<file path="src/rtl/regfile_pkg.sv">
// Shared definitions for the multi-port register file: FSM encoding and
// default geometry.
package regfile_pkg;

    typedef enum logic {
        ST_INIT = 1'b0,
        ST_RUN  = 1'b1
    } state_e;

    localparam int XLEN_DEF  = 32;
    localparam int NREGS_DEF = 32;
    localparam int NREAD_DEF = 2;

endpackage

</file>
<file path="src/rtl/regfile_rd_port.sv">
// One combinational read port: address decode, x0 zeroing, same-cycle
// write bypass and pending-flag lookup.
module regfile_rd_port
    import regfile_pkg::*;
#(
    parameter int XLEN  = XLEN_DEF,
    parameter int NREGS = NREGS_DEF,
    parameter int AW    = $clog2(NREGS)
) (
    input  logic                  run_i,
    input  logic [NREGS*XLEN-1:0] regs_flat_i,
    input  logic [NREGS-1:0]      busy_vec_i,
    input  logic [AW-1:0]         raddr_i,
    input  logic                  we_i,
    input  logic [AW-1:0]         waddr_i,
    input  logic [XLEN-1:0]       wdata_i,
    output logic [XLEN-1:0]       rdata_o,
    output logic                  rbusy_o
);

    logic [XLEN-1:0] stored_s;
    logic            addr_hit_s;

    // Select stored word, then apply zeroing and bypass priority.
    always_comb begin
        stored_s   = regs_flat_i[int'(raddr_i)*XLEN +: XLEN];
        addr_hit_s = we_i && (waddr_i == raddr_i);
        rdata_o    = '0;
        rbusy_o    = 1'b0;
        if (!run_i) begin
            rdata_o = '0;
            rbusy_o = 1'b0;
        end else if (raddr_i == '0) begin
            rdata_o = '0;
            rbusy_o = 1'b0;
        end else begin
            rdata_o = addr_hit_s ? wdata_i : stored_s;
            rbusy_o = busy_vec_i[raddr_i] && !addr_hit_s;
        end
    end

endmodule

</file>
<file path="src/rtl/regfile_mp.sv">
// Multi-port register file with an initialising sweep after reset and a
// per-register pending scoreboard.
module regfile_mp
    import regfile_pkg::*;
#(
    parameter int XLEN  = XLEN_DEF,
    parameter int NREGS = NREGS_DEF,
    parameter int NREAD = NREAD_DEF,
    parameter int AW    = $clog2(NREGS)
) (
    input  logic                  clk,
    input  logic                  rst,
    output logic                  ready,
    input  logic                  regWrite,
    input  logic [AW-1:0]         writeReg,
    input  logic [XLEN-1:0]       writeData,
    input  logic                  claim,
    input  logic [AW-1:0]         claimReg,
    input  logic [NREAD*AW-1:0]   readReg,
    output logic [NREAD*XLEN-1:0] readData,
    output logic [NREAD-1:0]      readBusy
);

    localparam logic [AW-1:0] LAST_IDX = AW'(NREGS - 1);

    state_e                state_q, state_d;
    logic [AW-1:0]         cnt_q, cnt_d;
    logic [NREGS-1:0]      busy_q, busy_d;
    logic [XLEN-1:0]       regs_q [NREGS];
    logic [NREGS*XLEN-1:0] regs_flat_s;
    logic                  run_s;
    logic                  we_s;

    assign run_s = (state_q == ST_RUN);
    assign we_s  = run_s && regWrite;
    assign ready = run_s;

    // Next-state for the sweep FSM, counter and scoreboard.
    always_comb begin
        state_d = state_q;
        cnt_d   = cnt_q;
        busy_d  = busy_q;
        case (state_q)
            ST_INIT: begin
                busy_d = '0;
                cnt_d  = cnt_q + {{(AW-1){1'b0}}, 1'b1};
                if (cnt_q == LAST_IDX) begin
                    state_d = ST_RUN;
                end else begin
                    state_d = ST_INIT;
                end
            end
            ST_RUN: begin
                // Clear before set so a same-cycle claim keeps the bit pending.
                if (regWrite) begin
                    busy_d[writeReg] = 1'b0;
                end else begin
                    busy_d = busy_q;
                end
                if (claim && (claimReg != '0)) begin
                    busy_d[claimReg] = 1'b1;
                end else begin
                    busy_d[0] = 1'b0;
                end
            end
            default: begin
                state_d = ST_INIT;
                cnt_d   = '0;
                busy_d  = '0;
            end
        endcase
    end

    // Control registers with synchronous reset restarting the sweep.
    always_ff @(posedge clk) begin
        if (rst) begin
            state_q <= ST_INIT;
            cnt_q   <= '0;
            busy_q  <= '0;
        end else begin
            state_q <= state_d;
            cnt_q   <= cnt_d;
            busy_q  <= busy_d;
        end
    end

    // Storage array: zeroed by the sweep, written only in RUN and never at x0.
    always_ff @(posedge clk) begin
        if (rst) begin
            regs_q[0] <= regs_q[0];
        end else if (state_q == ST_INIT) begin
            regs_q[cnt_q] <= '0;
        end else if (we_s && (writeReg != '0)) begin
            regs_q[writeReg] <= writeData;
        end else begin
            regs_q[0] <= '0;
        end
    end

    // Flatten storage for the read-port instances.
    always_comb begin
        regs_flat_s = '0;
        for (int i = 0; i < NREGS; i++) begin
            regs_flat_s[i*XLEN +: XLEN] = regs_q[i];
        end
    end

    for (genvar k = 0; k < NREAD; k++) begin : g_rd
        regfile_rd_port #(
            .XLEN  (XLEN),
            .NREGS (NREGS),
            .AW    (AW)
        ) u_rd_port (
            .run_i       (run_s),
            .regs_flat_i (regs_flat_s),
            .busy_vec_i  (busy_q),
            .raddr_i     (readReg[k*AW +: AW]),
            .we_i        (we_s),
            .waddr_i     (writeReg),
            .wdata_i     (writeData),
            .rdata_o     (readData[k*XLEN +: XLEN]),
            .rbusy_o     (readBusy[k])
        );
    end

endmodule

</file>
<file path="config.mk">
export PLATFORM = sky130hd
export DESIGN_NAME = regfile_mp
export DESIGN_NICKNAME = d
export VERILOG_FILES = /design/src/rtl/regfile_pkg.sv /design/src/rtl/regfile_rd_port.sv /design/src/rtl/regfile_mp.sv
export SDC_FILE = /design/constraint.sdc
export NUM_CORES = 1
export LEC_CHECK = 0
export CORE_UTILIZATION = 40
export CTS_BUF_LIST = sky130_fd_sc_hd__clkbuf_16
export DETAILED_ROUTE_END_ITERATION = 7
export GPL_ROUTABILITY_DRIVEN = 0
export PLACE_DENSITY_LB_ADDON = 0.1
export SETUP_SLACK_MARGIN = 0.1
export SLEW_MARGIN = 30
export SYNTH_ARGS = -nofsm -noshare
export SYNTH_HDL_FRONTEND = slang
export SYNTH_SLANG_ARGS = --single-unit
</file>
<file path="constraint.sdc">
create_clock -name clk -period 7.1 [get_ports clk]
set_input_delay 1.42 -clock clk [delete_from_list [all_inputs] [get_ports clk]]
set_output_delay 1.42 -clock clk [all_outputs]
set_load 0.05 [all_outputs]
</file>
; ---- Word-level counts from Yosys, hierarchy flattened
; Memories as Yosys holds them, arrays and structs flattened.
; Index checks and enable logic that the tools add are counted.
[op_classes]
n_mux = 45
shifts = 2
n_bitwise = 5
n_reduce_logical = 17
magnitude_cmp = 6
n_eq_ne = 3
addsub = 1
[ops]
columns = cell, n
row1 = 1024-bit by 11-bit variable part select with 32-bit output, 2
row2 = 32-bit two-way mux, 11
row3 = 32-bit one-hot mux with 2 select lines, 1
row4 = 32-bit OR reduction, 2
row5 = 32-bit bitwise AND, 1
row6 = 32-bit inverter, 1
row7 = 32-bit OR, 1
row8 = 31-bit two-way mux, 1
row9 = 1-bit two-way mux, 26
row10 = 5-bit by 6-bit < comparator with 1-bit output (second input constant), 4
row11 = 1-bit binary-select mux with 5-bit select, 2
row12 = 1-bit demux with 5-bit select, 2
row13 = 5-bit equality test, 2
row14 = 5-bit by 1-bit greater-or-equal comparator with 1-bit output (second input constant), 2
row15 = 5-bit logical NOT, 2
row16 = 5-bit two-way mux, 2
row17 = 5-bit nonzero test, 2
row18 = 1-bit logical AND, 9
row19 = 5-bit by 1-bit adder with 5-bit output (second input constant), 1
row20 = 5-bit equality test (second input constant), 1
row21 = 1-bit logical NOT, 2
row22 = 1-bit inverter, 1
row23 = 1-bit OR, 1
[totals]
n_memories = 1
wordCells = 83
reg_bits = 38
ramBits = 1024
in_bits = 56
[memory_table]
columns = memory, words, width, read_ports, rd_ports_with_merged_regs, wr, line
row1 = regs_q, 32, 32, 32, 0, 1, regfile_mp.sv:29  ; logic [XLEN-1:0] regs_q [NREGS];

; ---- Depth between registers and ports, before layout
; Gate-level depths: netlist (run 1).
[logic_depth]
ltp_word = 11
mapped_depth = 10

; ---- Hierarchy
; Synthesis (run 1) repeated with hierarchy kept, for this count alone.
[unflattened]
hier_cells = 3059
hier_area_um2 = 51174.1
[modules_own_cells]
columns = mod, instances, area_each_um2, seq_area_each_um2, cells_per_inst
row1 = regfile_mp, 1, 33139.3, 31510.2, 1345
row2 = regfile_rd_port, 2, 9017.4, 0.0, 857

; ---- Least setup slack after synthesis (run 1)
; No wires, ideal clock.
[synth_timing]
kind = in2out
from = in readReg[6]
to = out readData[39]
cell_stages = 8
slack_ns = 2.047
required_time_ns = 5.680
arrival_ns = 3.633
n_path_buf = 4
cell_sequence = buf_4 -> buf_2 -> buf_4 -> nand2b_1 -> buf_2 -> o22ai_1 -> o21a_1 -> nor3_1
[synth_between]
elab_chain_len = 5
word_cells_on_any_way = 7
[synth_rtl]
columns = item, line
row1 = from (decl), regfile_mp.sv:19  ; input logic [NREAD*AW-1:0] readReg,
row2 = branches (longest 3 deep; another with 1024-bit by 11-bit variable part select with 32-bit output), n/a
row3 = 32-bit two-way mux (*), regfile_rd_port.sv:33  ; end else if (raddr_i == '0) begin
row4 = 32-bit two-way mux (*), regfile_rd_port.sv:30  ; if (!run_i) begin
row5 = to (decl), regfile_mp.sv:20  ; output logic [NREAD*XLEN-1:0] readData,
; Every way passes the cells marked *.

; ---- Worst setup path in the final report (run 1)
[layout_timing]
from = in readReg[9]
to = out readData[44]
; Same word-level chain as after synthesis.

==> results of run 1 <==
-- layer usage --
layer  wire length [um]  vias up  global-route usage  part of all wire
li1                   -    11722                   -                 -
met1              68820    16172              0.3706              0.42
met2              78210     1356              0.4146              0.48
met3              12590      254             0.04456             0.076
met4               4992        0             0.08259             0.030
met5                  0        -                   0                 0
-- cell usage after synthesis, types with 3 or more instances --
cell type,number
nand3_1,11
buf_4,51
o21a_1,31
and3b_1,3
nor3_1,38
o22ai_1,124
dfxtp_1,38
o221ai_1,31
nor2_1,51
mux2i_1,8
o22a_1,31
xor2_1,4
or3_1,4
nor2b_1,9
or2_2,3
or3b_2,4
and3_1,3
a22o_1,33
clkbuf_1,80
edfxtp_1,1024
nand2b_1,13
nand2_1,121
a211oi_2,30
buf_1,5
mux4_2,529
buf_2,69
o21ai_0,33
a21oi_1,39
xnor2_1,8
nand3b_1,8
nor3b_1,7
a22oi_1,127
buf_6,17
-- how the worst max path moves through the flow --
stage | startpoint | end | cells past startpoint
floorplan | readReg[6] | readData[39] | 8
global placement | readReg[9] | readData[44] | 9
detailed placement | readReg[9] | readData[44] | 9
CTS | readReg[9] | readData[44] | 9
global route | readReg[9] | readData[44] | 9
finish | readReg[9] | readData[44] | 9
-- cell type report --
type / count / area share
Sequential cell: 1062 / 0.5526
Multi-Input combinational cell: 1327 / 0.3070
Clock buffer: 116 / 0.05090
Timing Repair Buffer: 251 / 0.04120
Tap cell: 1637 / 0.03592
Clock inverter: 97 / 0.01224
Antenna cell: 3 / 0.0001316
Inverter: 1 / 0.00006582
-- state kept, by name (all words and copies together) (netlist names) --
signal,flops
busy_q,32
ready,1
regs_q,1024
cnt_q,5
-- worst register-to-register path, delay by kind of cell, from the launching register on --
kind	cells	cell delay (ns)
AOI/OAI and AO/OA	1	0.54
buffers and inverters	2	0.76
DFF	1	0.30
and+or+nand+nor	4	1.67
-- cells by family (layout without fill, tap and decap cells) --
logic type                 count (synthesis)  count (layout)  share of synthesized area
AOI/OAI and AO/OA                        491             491                    0.07298
xor gates and xnor gates                  12              12                   0.002107
DFF                                     1062            1062                     0.6318
and+or+nand+nor                          285             285                    0.02709
muxes                                    537             537                     0.2405
other                                      0               3                          0
adders and majority gates                  2               2                  0.0005017
buffers and inverters                    224             465                    0.02506
-- stage by stage --
step                      instances  cell area (um^2)  hold slack, ns  setup slack [ns]
after detailed placement       4278             53410          0.4845            0.8795
after floorplan                2613             49880          0.4341             2.047
final                          4494             57030          0.4949            0.8034
after global placement         4269             53120          0.4732            0.8425
after global routing           4491             57020          0.5209            0.8625
after CTS                      4491             57010          0.4924            0.8780
-- where the power goes --
part / leakage, nW / internal (mW) / switching, mW
Combinational: 6.31 / 0.482 / 0.841
Sequential: 9.78 / 7.03 / 0.0407
Clock: 1.86 / 3.28 / 2.53
Total: 18.0 / 10.8 / 3.41
==> results.md, run 1 <==
* R2R cell count at 7
* LEAKAGE at 17.95 nW
* Primary FF master, synth: edfxtp_1
* CTS Buffer Depth at 3
* Via density at 6.565
* Fin. Hold Viols at 0
* # IOs at 123
* Yosys top cell by area: edfxtp_1
* Yosys cell types at 54
* Die height at 355.1 um
* Kind of end point of the critical path: output pin
* RSZ-0062 raised after global routing: no
* Hold_buf cts at 0
* Post-synth top area share at 0.6165
* Initial Util at 0.4034
* EDFF count, synth at 1024
* R2r endpoint: regs_q[10][30]
* Detailed-route wire length per cell at 36.63 um
* Reg2Reg Launch Point: ready
* Post-CTS resize count at 0
* Cells after synthesis at 2613
* Share of layout cells above drive strength 1 at 0.3521
* Slowest stage delay, CP at 0.72 ns
* CP top delay family: buffers and inverters
* Vias at 29504
* DR iter-0 viols at 3417
* Syn nets at 2671
* First-pass DRT Iterations at 7
* Worst Hold Depth at 2
* Num rows at 129
* Cell mode on critical path: buf_4
* Clk Latency, worst-skew pair at 0.71 ns
* Multi-input gate area at 17510 um^2
* ANT nets after route at 0
* Gr usage total at 0.2619
* CP startpoint kind: input port
* CTS clk-pin slew, worst paths at 0.06 ns
* Register Area at 31510 um^2
* Root Buffer: clkbuf_16
* Slew @ Worst Pin at 1.014 ns
* P&R area growth vs syn at 14.34%
* Global route overflow at 0
* Largest net degree at the start of global routing at 84
* Async set-reset flop share out of synthesis at 0
* Antenna violations before repair at 2
* Status: finished clean
* Final setup viols at 0
* CP Class: in2out
* P per Cell Area at 249.0 nW/um^2
* Slew headroom at 0.3221
* Reg-to-reg slack, setup at 3.45 ns
* Synth Register Bits at 1062
* Hold EP: busy_q[21]
* CP required at 5.68 ns
* CTS tree: yes
* Core ar. at 123600 um^2
* Fin Clk Skew at 0.02857 ns
* Final core utilization at 0.4612
* CP Buf/Inv Count at 4
* Area contributors post-synth: edfxtp_1, mux4_2, a22oi_1, o22ai_1, dfxtp_1
* VDD IR max at 0.2038 mV
* HPWL Detailed at 104800 um
* Synth warn at 0
* Filler Cell Count at 10393
* Period minus WS final at 6.297 ns
* DRC errors left at 0
* Post-CTS setup buffer count at 0
* Fin nets at 2814
* Most frequent cells in the layout: edfxtp_1, mux4_2, buf_4, a22oi_1, o22ai_1
* Die footprint at 126100 um^2
* Port buffer count at 122
* HP Class: reg2reg
* Vias in the first global route at 30599
* CP Cell Sequence: clkdlybuf4s50_1 -> buf_4 -> nor2b_4 -> buf_4 -> a22oi_1 -> nand2_1 -> o22ai_1 -> nor3_1 -> buf_4
* Critical path arrival at 4.88 ns
* Syn Area/Cell at 19.09 um^2
* Fmax at 158.8 MHz
* First-pass GRT wire length at 233200 um
* Hold Startpoint: busy_q[21]
* Max cap viols at 0
* # H-tree levels at 3
* Worst-path fanout max at 13
* Final Cycle Share at 0.8868
* Final WL at 164600 um
* Die Wd at 355.1 um
* Max Slew Vio Count at 0
* Slowest cell on the critical path: clkdlybuf4s50_1
* Sink Count at 1062
* Sequential area share after synthesis at 0.6318
* Setup TNS Final at 0 ns
* Most common library cell in the layout ignoring fill and taps: edfxtp_1
* Synth Cell Area at 49880 um^2
* Num CTS Buffers at 113
* Total Power at 14.20 mW
Power figures use the tool's default switching activity.
==> run 2: changes to the inputs <==
--- a/config.mk
+++ b/config.mk
@@ -5,12 +5,12 @@
 export SDC_FILE = /design/constraint.sdc
 export NUM_CORES = 1
 export LEC_CHECK = 0
-export CORE_UTILIZATION = 40
+export CORE_UTILIZATION = 35
 export CTS_BUF_LIST = sky130_fd_sc_hd__clkbuf_16
 export DETAILED_ROUTE_END_ITERATION = 7
 export GPL_ROUTABILITY_DRIVEN = 0
 export PLACE_DENSITY_LB_ADDON = 0.1
-export SETUP_SLACK_MARGIN = 0.1
+export SETUP_SLACK_MARGIN = 0.02
 export SLEW_MARGIN = 30
 export SYNTH_ARGS = -nofsm -noshare
 export SYNTH_HDL_FRONTEND = slang
==> constraint.sdc (replaced) <==
create_clock -name clk -period 6.6 [get_ports clk]
set_input_delay 1.32 -clock clk [delete_from_list [all_inputs] [get_ports clk]]
set_output_delay 1.32 -clock clk [all_outputs]
set_load 0.05 [all_outputs]
==> run 2 against run 1 <==
Via count barely moved. Clock skew rose by 0.0021 ns. Critical path depth did not move. Critical endpoint is now readData[6].
==> results.md, run 2 (synthesis results as in run 1) <==
* Status: finished clean
* LEAKAGE at 18.12 nW
* Hold EP: busy_q[0]
* Worst Hold Depth at 2
* Num CTS Buffers at 114
* CTS tree: yes
* Largest net degree at the start of global routing at 79
* Period minus WS final at 5.864 ns
* HPWL Detailed at 107500 um
* R2R cell count at 6
* Met1 WL at 72670 um
* VDD IR max at 0.2170 mV
* Gr usage total at 0.2392
* Worst-path fanout max at 22
* Kind of end point of the critical path: output pin
* Die height at 379.5 um
* Vias in the first global route at 30431
* Num rows at 138
* DR iter-0 viols at 3337
* Root Buffer: clkbuf_16
* Global route overflow at 0
* Fin Clk Skew at 0.03071 ns
* CP required at 5.28 ns
* Setup slack at placement at 0.7523 ns
* Final Cycle Share at 0.8884
* Initial Util at 0.3527
* Detailed-route wire length per cell at 36.08 um
* First-pass DRT Iterations at 5
* Hold Startpoint: busy_q[0]
* Final WL at 171800 um
* P&R area growth vs syn at 15.93%
* CP Class: in2out
* Fin nets at 2835
* # IOs at 123
* Reg-to-reg slack, setup at 2.64 ns
* HP Class: reg2reg
* Most common library cell in the layout ignoring fill and taps: edfxtp_1
* Slew headroom at 0.2992
* Post-CTS resize count at 0
* DRC errors left at 0
* Antenna violations before repair at 5
* Top Layer Used: met4
* # H-tree levels at 3
* Largest regs: regs_q x1024, busy_q x32, cnt_q x5
* Core ar. at 141400 um^2
* Met2 wire len at 81720 um
* Vias at 29513
* Most frequent cells in the layout: edfxtp_1, mux4_2, buf_4, a22oi_1, o22ai_1
* Setup TNS Final at 0 ns
* CP startpoint kind: input port
* Hold_buf cts at 0
* Fin. Hold Viols at 0
* Share of layout cells above drive strength 1 at 0.3573
* Die footprint at 144000 um^2
* ANT nets after route at 0
* Port buffer count at 122
* P per Cell Area at 265.3 nW/um^2
* Sink Count at 1062
* Post-CTS setup buffer count at 0
* Max Slew Vio Count at 0
* CTS clk-pin slew, worst paths at 0.06 ns
* Wire length on met3 at 12960 um
* Largest Register: regs_q
* Number of flip-flops under the largest register name at 1024
* Fmax at 170.5 MHz
* First-pass GRT wire length at 239700 um
* Clk Latency, worst-skew pair at 0.74 ns
* Final setup viols at 0
* CTS Buffer Depth at 3
* Critical path arrival at 4.54 ns
* Reg2Reg Launch Point: ready
* Die Wd at 379.5 um
* Via density at 6.196
* Max cap viols at 0
* R2r endpoint: regs_q[16][27]
* Final worst slack at 0.7364 ns
* RSZ-0062 raised after global routing: no
* Slew @ Worst Pin at 1.049 ns
## run 2: cell count changes in the layout (fill, tap and decap cells not counted), moves of 5 or more
cell and delta:
buf_12 +41, buf_16 -9, buf_4 -9, clkinv_1 -5
## run 2: worst max-delay path: stages
cell	delay, ns
clkdlybuf4s50_1	0.70
buf_4	0.34
nor2_4	0.43
buf_4	0.46
a22oi_1	0.21
nand2_1	0.18
o22ai_1	0.10
a211oi_2	0.43
buf_4	0.28
## run 2: area by class of cell
cell class	count	area, um^2
fill	12487	83590
sequential	1062	31510
multi-input combinational	1327	17500
clock buffer	116	2903
timing repair buffer	271	2825
tap	1890	2365
clock inverter	92	705.7
antenna	4	10.01
inverter	1	3.754
## run 2: per-layer routing
layer,global-route usage,vias up
li1,-,11745
met1,0.3393,16259
met2,0.3791,1295
met3,0.03833,214
met4,0.07030,0
met5,0,-
## run 2: per-stage QoR
step | std cells | instance area, um^2 | hold WS [ns] | utilization | power [mW]
floorplan | 2613 | 49880 | 0.4341 | - | 8.599
global placement | 4551 | 54160 | 0.4683 | 0.3830 | 9.179
detailed placement | 4551 | 54190 | 0.4689 | 0.3832 | 9.204
CTS | 4759 | 57800 | 0.4785 | 0.4087 | 15.45
global route | 4759 | 57810 | 0.5093 | 0.4088 | 15.75
finish | 4763 | 57820 | 0.4817 | 0.4089 | 15.34
## run 2: power by group
group	leakage, nW	internal (mW)	total, mW	switching (mW)
clock	1.86	3.56	6.28	2.72
sequential	9.78	7.56	7.61	0.0476
combinational	6.48	0.530	1.45	0.923
## run 2: worst max-delay path by stage
stage,from,cells after the start,end,slack [ns]
after floorplan,readReg[6],8,readData[39],1.75
after global placement,readReg[4],9,readData[0],0.74
after detailed placement,readReg[4],9,readData[6],0.75
after CTS,readReg[4],9,readData[6],0.75
after global routing,readReg[4],9,readData[6],0.72
final,readReg[4],9,readData[6],0.74
